$ cat src/rtl/xdma.sv
// Single-channel memory-to-memory DMA engine copying LEN words from SRC to DST.
// Each word takes a read, a capture and a write cycle on the shared memory port.
module xdma #(
    parameter int DATA_W = 32,
    parameter int MEM_AW = 12
) (
    input  logic              clk,
    input  logic              rst,
    input  logic              ctrl_sel,
    input  logic              ctrl_we,
    input  logic [1:0]        ctrl_addr,
    input  logic [DATA_W-1:0] ctrl_data_in,
    output logic [DATA_W-1:0] ctrl_data_out,
    output logic              dma_sel,
    output logic              dma_we,
    output logic [MEM_AW-1:0] dma_addr,
    output logic [DATA_W-1:0] dma_data_in,
    input  logic [DATA_W-1:0] dma_data_out,
    input  logic              mem_busy,
    output logic              irq
);

    localparam int LW = MEM_AW + 1;
    localparam logic [MEM_AW-1:0] ONE_A = 1;
    localparam logic [LW-1:0]     ONE_L = 1;

    typedef enum logic [1:0] {IDLE, RD, CAP, WR} state_t;

    state_t              state_q;
    logic [LW-1:0]       src_q, dst_q, len_q, rem_q;
    logic [MEM_AW-1:0]   sptr_q, dptr_q, addr_q;
    logic [DATA_W-1:0]   buf_q, rdata_q;
    logic                done_q, irq_q, sel_q, we_q;

    logic                wr_en, rd_en, is_ctrl, start, abort, busy;
    logic [LW-1:0]       rem_d;
    logic [MEM_AW-1:0]   sptr_d, dptr_d;
    logic [DATA_W-1:0]   status, rd_mux;
    logic                unused_data;

    assign unused_data = ^ctrl_data_in[DATA_W-1:LW];

    always_comb begin
        wr_en   = ctrl_sel & ctrl_we;
        rd_en   = ctrl_sel & ~ctrl_we;
        is_ctrl = (ctrl_addr == 2'd3);
        abort   = wr_en & is_ctrl & ctrl_data_in[1];
        start   = wr_en & is_ctrl & ctrl_data_in[0] & ~ctrl_data_in[1];
        busy    = (state_q != IDLE);
        rem_d   = rem_q - ONE_L;
        sptr_d  = sptr_q + ONE_A;
        dptr_d  = dptr_q + ONE_A;
    end

    always_comb begin
        status             = '0;
        status[DATA_W-1]   = busy;
        status[DATA_W-2]   = done_q;
        status[LW-1:0]     = rem_q;
        rd_mux             = '0;
        case (ctrl_addr)
            2'd0:    rd_mux[LW-1:0] = src_q;
            2'd1:    rd_mux[LW-1:0] = dst_q;
            2'd2:    rd_mux[LW-1:0] = len_q;
            default: rd_mux = status;
        endcase
    end

    always_ff @(posedge clk or negedge rst) begin
        if (!rst) begin
            state_q <= IDLE;
            src_q   <= '0;
            dst_q   <= '0;
            len_q   <= '0;
            rem_q   <= '0;
            sptr_q  <= '0;
            dptr_q  <= '0;
            addr_q  <= '0;
            buf_q   <= '0;
            rdata_q <= '0;
            done_q  <= 1'b0;
            irq_q   <= 1'b0;
            sel_q   <= 1'b0;
            we_q    <= 1'b0;
        end else begin
            irq_q <= 1'b0;
            if (rd_en) rdata_q <= rd_mux;
            // Configuration is frozen while a copy is in flight
            if (wr_en && !busy) begin
                case (ctrl_addr)
                    2'd0:    src_q <= ctrl_data_in[LW-1:0];
                    2'd1:    dst_q <= ctrl_data_in[LW-1:0];
                    2'd2:    len_q <= ctrl_data_in[LW-1:0];
                    default: ;
                endcase
            end
            if (abort) begin
                state_q <= IDLE;
                sel_q   <= 1'b0;
                we_q    <= 1'b0;
            end else begin
                case (state_q)
                    IDLE: begin
                        if (start) begin
                            done_q <= 1'b0;
                            sptr_q <= src_q[MEM_AW-1:0];
                            dptr_q <= dst_q[MEM_AW-1:0];
                            rem_q  <= len_q;
                            if (len_q == '0) begin
                                done_q <= 1'b1;
                                irq_q  <= 1'b1;
                            end else begin
                                state_q <= RD;
                                sel_q   <= 1'b1;
                                we_q    <= 1'b0;
                                addr_q  <= src_q[MEM_AW-1:0];
                            end
                        end
                    end
                    RD: begin
                        if (!mem_busy) begin
                            state_q <= CAP;
                            sel_q   <= 1'b0;
                        end
                    end
                    CAP: begin
                        buf_q   <= dma_data_out;
                        state_q <= WR;
                        sel_q   <= 1'b1;
                        we_q    <= 1'b1;
                        addr_q  <= dptr_q;
                    end
                    WR: begin
                        if (!mem_busy) begin
                            sptr_q <= sptr_d;
                            dptr_q <= dptr_d;
                            rem_q  <= rem_d;
                            we_q   <= 1'b0;
                            if (rem_d != '0) begin
                                state_q <= RD;
                                sel_q   <= 1'b1;
                                addr_q  <= sptr_d;
                            end else begin
                                state_q <= IDLE;
                                sel_q   <= 1'b0;
                                done_q  <= 1'b1;
                                irq_q   <= 1'b1;
                            end
                        end
                    end
                    default: state_q <= IDLE;
                endcase
            end
        end
    end

    assign ctrl_data_out = rdata_q;
    assign dma_sel       = sel_q;
    assign dma_we        = we_q;
    assign dma_addr      = addr_q;
    assign dma_data_in   = buf_q;
    assign irq           = irq_q;

endmodule
$ cat config.mk
export PLATFORM = sky130hd
export DESIGN_NAME = xdma
export DESIGN_NICKNAME = d
export VERILOG_FILES = /design/src/rtl/xdma.sv
export SDC_FILE = /design/constraint.sdc
export NUM_CORES = 1
export LEC_CHECK = 0
export CORE_ASPECT_RATIO = 0.6
export CORE_MARGIN = 2
export CORE_UTILIZATION = 35
export CTS_BUF_LIST = sky130_fd_sc_hd__clkbuf_2 sky130_fd_sc_hd__clkbuf_4 sky130_fd_sc_hd__clkbuf_8
export CTS_CLUSTER_SIZE = 20
export DETAILED_ROUTE_END_ITERATION = 7
export HOLD_SLACK_MARGIN = 0.02
export SLEW_MARGIN = 20
export SYNTH_ARGS = -nofsm -noshare
export SYNTH_HDL_FRONTEND = slang
export SYNTH_SLANG_ARGS = --single-unit
$ cat constraint.sdc
create_clock -name clk -period 6.65 [get_ports clk]
set_input_delay 0.665 -clock clk [delete_from_list [all_inputs] [get_ports clk]]
set_output_delay 0.665 -clock clk [all_outputs]
set_load 0.05 [all_outputs]
==> results of run 1 <==
==> through the flow <==
step | worst slack (ns) | total power, uW
floorplan | 3.79 | 3650
global placement | 3.06 | 4410
detailed placement | 3.02 | 4500
CTS | 3.22 | 5320
global route | 3.02 | 5630
finish | 3.20 | 5300
==> area by class of cell <==
type | instances | area [um2]
clock buffers | 20 | 269
clock inverters | 12 | 184
well taps | 273 | 342
inverters | 8 | 30.0
fillers | 1855 | 11100
multi-input cells | 448 | 3420
repair buffers | 123 | 1210
flip-flops and latches | 141 | 3530
==> sequential cells by signal, summed over array words and instances (netlist names) <==
register,cells
dma_addr,12
dma_data_in,32
ctrl_data_out,15
dma_sel,1
done_q,1
src_q,13
dptr_q,12
irq,1
dst_q,13
sptr_q,12
len_q,13
dma_we,1
rem_q,13
state_q,2
==> cell usage in the layout, fill, tap and decap left out, drive strengths merged, types with 8 or more instances in the layout <==
cell | synthesis | layout
a21oi | 38 | 38
a22oi | 9 | 9
buf | 32 | 11
clkbuf | 33 | 20
clkdlybuf4s50 | 0 | 112
conb | 1 | 17
dfrtp | 141 | 141
ha | 8 | 8
inv | 8 | 11
mux2 | 96 | 96
mux4 | 13 | 13
nand2 | 41 | 41
nand3 | 35 | 35
nor2 | 24 | 24
nor3 | 8 | 8
o21ai | 47 | 47
o22ai | 21 | 21
==> synthesized netlist by cell type, types with 4 or more instances <==
master	count
dfrtp_1	141
mux2_2	86
o21ai_0	47
nand2_1	41
a21oi_1	37
nand3_1	35
clkbuf_1	33
nor2_1	24
o22ai_1	21
buf_4	17
mux4_2	13
mux2_4	10
a22oi_1	9
buf_1	8
ha_1	8
inv_1	8
nor3_1	8
and3_1	7
o211ai_1	7
buf_2	5
nor4_1	5
xnor2_1	5
xor2_1	5
and2_1	4
and4_1	4
nand4_1	4
nor3b_1	4
or3_1	4
==> metal layers <==
metal | share of wire [%] | up-vias | track usage [%]
li1 | - | 2531 | -
met1 | 51 | 2735 | 28.5
met2 | 41 | 214 | 25.0
met3 | 7.8 | 16 | 4.12
met4 | 0.80 | 0 | 5.43
met5 | 0 | - | 0
==> logic make-up (layout without fill, tap and decap cells) <==
group           after synthesis  in the layout  synth area share (%)
mux                         111            111                  19.8
simple gates                156            156                  11.3
compound gates              146            146                  12.6
flops                       141            141                  48.8
buf+inv                      73            163                  4.96
fa+ha+maj                     8              8                  1.38
xor+xnor                     10             10                  1.21
other cells                   1             17                0.0518
==> power groups by stage <==
stage / combinational, uW / sequential, uW / clock (uW)
after floorplan: 1470 / 2180 / 0
after global placement: 2680 / 1730 / 0
after detailed placement: 2740 / 1760 / 0
after CTS: 2750 / 1750 / 818
after global routing: 2960 / 1820 / 849
final: 2740 / 1760 / 796
==> critical path, delay by kind of cell (launching register included) <==
| kind | cells | cell delay, ns |
|---|---|---|
| compound gates | 3 | 1.15 |
| simple gates | 2 | 0.86 |
| buf+inv | 1 | 0.11 |
| fa+ha+maj | 1 | 0.32 |
| mux | 1 | 0.39 |
| flops | 1 | 0.48 |
==> worst min-delay path by stage <==
stage / endpoint / cells past startpoint / slack, ns
final: dma_addr[10] / 1 / 0.15
after global routing: sptr_q[11] / 1 / 0.18
after CTS: sptr_q[11] / 1 / 0.16
after detailed placement: dma_data_in[5] / 1 / 0.49
after global placement: dst_q[12] / 1 / 0.49
after floorplan: ctrl_data_out[0] / 0 / 0.37
==> flow_summary.yaml, run 1 <==
status:
  outcome: "complete, no violations"
power:
  static-leakage-power_uw: 0.00366
  switching_share_pct: 46.0
  p_seq_share_pct: 33.2
  switching_power_uw: 2440
  intPower_uw: 2860
  clockPowerShare_pct: 15.0
  p_comb_share_pct: 51.8
  power.density_mw_per_mm2: 589
  irDropWorstVdd_mv: 0.248
sta:
  hold-worst-slack_ns: 0.145
  slew_headroom_pct: 32.6
  rsz0062_at_grt: "no"
  fin_tns_setup_ns: 0
  finalCritPeriodShare_pct: 51.8
  maxSlewViolCount: 0
  finalSetupViolCount: 0
  fin_skew_ns: 0.0127
  hold_viol: 0
  worst_pin_slew_ns: 1.01
  fmax_mhz: 290
  min_period_ns: 3.45
die:
  rows: 40
  core-area_mm2: 0.0201
  die_h_um: 115
  pin_count: 150
  initial_core_util_pct: 36.0
  die_area_mm2: 0.0219
  die_width_um: 190
yosys:
  synth_largest_area_cell: "dfrtp_1"
  synth_top_area_share_pct: 48.8
  ys_seq_elements: 141
  synth_area_leaders: "dfrtp_1 49%, mux2_2 13%, mux4_2 4.0%"
  yosysSeqAreaShare_pct: 48.8
  ys.flop_type: "dfrtp_1"
  syn_inst: 646
  synth-async-reset-ratio_pct: 100
  synth.avg_cell_area_um2: 11.2
  synth_warnings: 0
  yosys.cell_types.count: 61
  synth-edff-count: 0
  netlist_area_mm2: 0.00723
worst_setup_path:
  reg2reg_to: "dma_addr[2]"
  reg2reg_from: "rem_q[0]"
  reg2reg_slack_ns: 3.20
  critical_path_class: "register to register"
  cp.arrival_ns: 3.79
  critPathMaxStageDelay_ns: 0.59
  cp_slowest_cell: "a2111oi_4"
  cp.required_ns: 6.99
  cp_cell_sequence: "inv_1 -> ha_1 -> or4b_4 -> nor4b_4 -> o211ai_1 -> a2111oi_4 -> a21oi_2 -> mux2_4"
  cp-endpoint: "dma_addr[2]"
  end_kind: "register"
  r2r_cells: 8
  start_kind: "register"
  worstPathMaxFanout: 12
  critPathLaunch: "rem_q[0]"
clock_network:
  cts.repair.resized: 0
  path_clk_slew_ns: 0.08
  cts_tree: "yes"
  clock-sinks: 141
  htreeDepth: 4
  insertion_delay_ns: 0.46
  ctsHoldBuffers: 0
  clockBufferDepth: 2
  cts_buffers: 17
  cts_setup_buffers: 0
  root_buffer: "clkbuf_8"
route:
  wl_per_cell_um: 19.0
  via_per_inst: 5.36
  drt_wl_total_um: 19400
  ant_nets: 0
  drt-pass1-iter-count: 5
  first_iter_violations: 587
  vias: 5496
  drc: 0
place:
  dp_cells: 993
  place_area_mm2: 0.00853
  gp_congestion: 0.818
  port_buffers: 113
  dp_hpwl_um: 13500
layout:
  area_growth_pct: 24.2
  final_layout_size_suffix_gt1_share_pct: 21.9
  diodes: 0
  fin_cells: 1025
  postLayoutCoreUtil_pct: 44.7
  nets: 818
  fin_area_mm2: 0.00898
global_routing:
  grt_start_max_net_pins: 88
  gr-usage-all-layers_pct: 18.3
  antenna_found_initial: 0
  grt_pass1_wl_um: 30500
  first_global_vias: 5253
  overflow: 0
hold_path:
  hp-class: "primary input to async pin"
job:
  maxCapViolCount: 0
(Power assumes the default switching activity.)
==> run 2: changes to the inputs <==
==> constraint.sdc (replaced) <==
create_clock -name clk -period 3.1 [get_ports clk]
set_input_delay 0.31 -clock clk [delete_from_list [all_inputs] [get_ports clk]]
set_output_delay 0.31 -clock clk [all_outputs]
set_load 0.05 [all_outputs]
==> run 2 against run 1 <==
Compared with the run above:
- critical path depth rose by 1
- highest routed layer unchanged
- sequential share of layout area fell by 0.79 points
- worst hold slack improved by 0.30 ns
- wire length rose by 2.0%
==> flow_summary.yaml, run 2 (synthesized netlist as in run 1, its figures left out) <==
sta:
  fin_tns_setup_ns: 0
  finalSetupViolCount: 0
  hold_viol: 0
  fin_skew_ns: 0.0162
  min_period_ns: 2.92
  slew_headroom_pct: 47.4
  fmax_mhz: 343
  rsz0062_at_grt: "no"
  finalCritPeriodShare_pct: 94.1
  maxSlewViolCount: 0
  worst_pin_slew_ns: 0.787
worst_setup_path:
  critical_path_class: "register to register"
  cp.arrival_ns: 3.26
  start_kind: "register"
  cp.required_ns: 3.45
  critPathLaunch: "rem_q[1]"
  path_delay_family: "simple AND/OR/NAND/NOR gates"
  cp_slowest_cell: "or4b_4"
  critPathMaxStageDelay_ns: 0.53
  worstPathMaxFanout: 6
  cp_cell_sequence: "inv_1 -> ha_1 -> or4b_4 -> nor4b_4 -> o211ai_1 -> a2111oi_4 -> buf_4 -> a21oi_4 -> mux2_4"
  r2r_cells: 9
  reg2reg_from: "rem_q[1]"
  reg2reg_slack_ns: 0.18
  end_kind: "register"
  path_buf_inv: 2
  reg2reg_to: "dma_addr[3]"
status:
  outcome: "complete, no violations"
layout:
  final_layout_size_suffix_gt1_share_pct: 23.5
  fillers: 1847
  fin_area_mm2: 0.00917
  postLayoutCoreUtil_pct: 45.6
  mostFrequentLayoutCells: "141 x dfrtp_1, 112 x clkdlybuf4s50_1, 86 x mux2_2"
  final_common_cell: "dfrtp_1"
  nets: 836
  area_growth_pct: 26.7
  largest_reg_flops: 32
route:
  drt_wl_total_um: 19800
  via_per_inst: 5.42
  drc: 0
  wl_per_cell_um: 19.0
  first_iter_violations: 441
  drt-pass1-iter-count: 5
  ant_nets: 0
  vias: 5654
power:
  switching_share_pct: 45.8
  intPower_uw: 6330
  power.density_mw_per_mm2: 1270
  p_seq_share_pct: 31.9
  static-leakage-power_uw: 0.00376
  p_comb_share_pct: 53.1
  switching_power_uw: 5350
  clockPowerShare_pct: 15.0
  irDropWorstVdd_mv: 0.746
place:
  port_buffers: 113
  dp_hpwl_um: 14000
  place_area_mm2: 0.00866
  gp_congestion: 0.872
die:
  core-area_mm2: 0.0201
  initial_core_util_pct: 36.0
  die_h_um: 115
  pin_count: 150
  die_area_mm2: 0.0219
  die_width_um: 190
  rows: 40
clock_network:
  htreeDepth: 4
  clock-sinks: 141
  insertion_delay_ns: 0.47
  cts_buffers: 17
  cts_tree: "yes"
  clockBufferDepth: 2
  path_clk_slew_ns: 0.09
  root_buffer: "clkbuf_8"
global_routing:
  grt_pass1_wl_um: 30800
  antenna_found_initial: 0
  gr-usage-all-layers_pct: 18.5
  grt_start_max_net_pins: 81
  first_global_vias: 5497
  overflow: 0
job:
  maxCapViolCount: 0
hold_path:
  hp-class: "primary input to async pin"
==> run 2: cell types whose count changed in the layout (fill, tap and decap cells not counted), moves of 2 or more <==
cell / previous run / this run
buf_4: 9 / 24
a21oi_4: 0 / 2
buf_12: 0 / 2
clkinv_2: 1 / 3
clkinv_4: 2 / 4
inv_6: 3 / 1
==> run 2: repair_timing <==
| item | CTS | global route |
|---|---|---|
| endpoints found under the hold margin | 79 | 0 |
| cloned | 0 | 1 |
| hold buffers | 1 | 0 |
| gates resized for setup | 1 | 1 |
| pin swaps | 0 | 2 |
| setup endpoints to repair | 2 | 13 |
| setup buffers | 0 | 1 |
==> run 2: power groups by stage <==
stage	combinational (uW)	sequential [uW]	clock (uW)
5_1_grt	6670	3860	1860
3_5_place_dp	6110	3730	0
4_1_cts	6160	3700	1790
6_report	6200	3730	1760
3_3_place_gp	6000	3680	0
2_1_floorplan	3160	4670	0
==> run 2: worst max-delay path by stage <==
stage                        end  slack [ns]  depth (start not counted)
detailed placement  dma_addr[11]       -0.02                          8
CTS                  dma_addr[4]        0.10                          8
global route                 irq        0.04                         10
global placement    dma_addr[11]        0.06                          8
floorplan           dma_addr[10]        0.24                          9
finish               dma_addr[3]        0.18                          9
==> run 2: layer usage <==
metal  GRT usage (%)  up-vias  wire length, um
met4            4.55        0              178
met1            28.0     2830             9830
met2            25.0      248             7910
met3            6.32       15             1900
met5               0        -                0
li1                -     2561                -
==> run 2: stage by stage <==
stage | setup WS (ns) | cells | hold slack, ns | total power, uW
final | 0.184 | 1044 | 0.441 | 11700
after global routing | 0.0374 | 1043 | 0.448 | 12400
after CTS | 0.102 | 1041 | 0.439 | 11600
after detailed placement | -0.0249 | 1008 | 0.408 | 9840
after global placement | 0.0610 | 1008 | 0.405 | 9670
after floorplan | 0.244 | 662 | 0.0144 | 7830
==> run 2: worst reg2reg max path, delay by kind of cell (launching register included) <==
family / cells / cell delay (ns)
buf+inv: 2 / 0.32
flops: 1 / 0.39
compound gates: 3 / 0.69
simple gates: 2 / 0.84
fa+ha+maj: 1 / 0.23
mux: 1 / 0.33
==> run 2: layout make-up <==
class                           instances  area (um2)  area share, %
Sequential cell                       141        3530           38.5
Multi-Input combinational cell        449        3440           37.5
Timing Repair Buffer                  140        1360           14.9
Tap cell                              273         342           3.73
Clock buffer                           18         248           2.70
Clock inverter                         14         216           2.36
Inverter                                8        30.0          0.328
Antenna cell                            1        2.50         0.0273
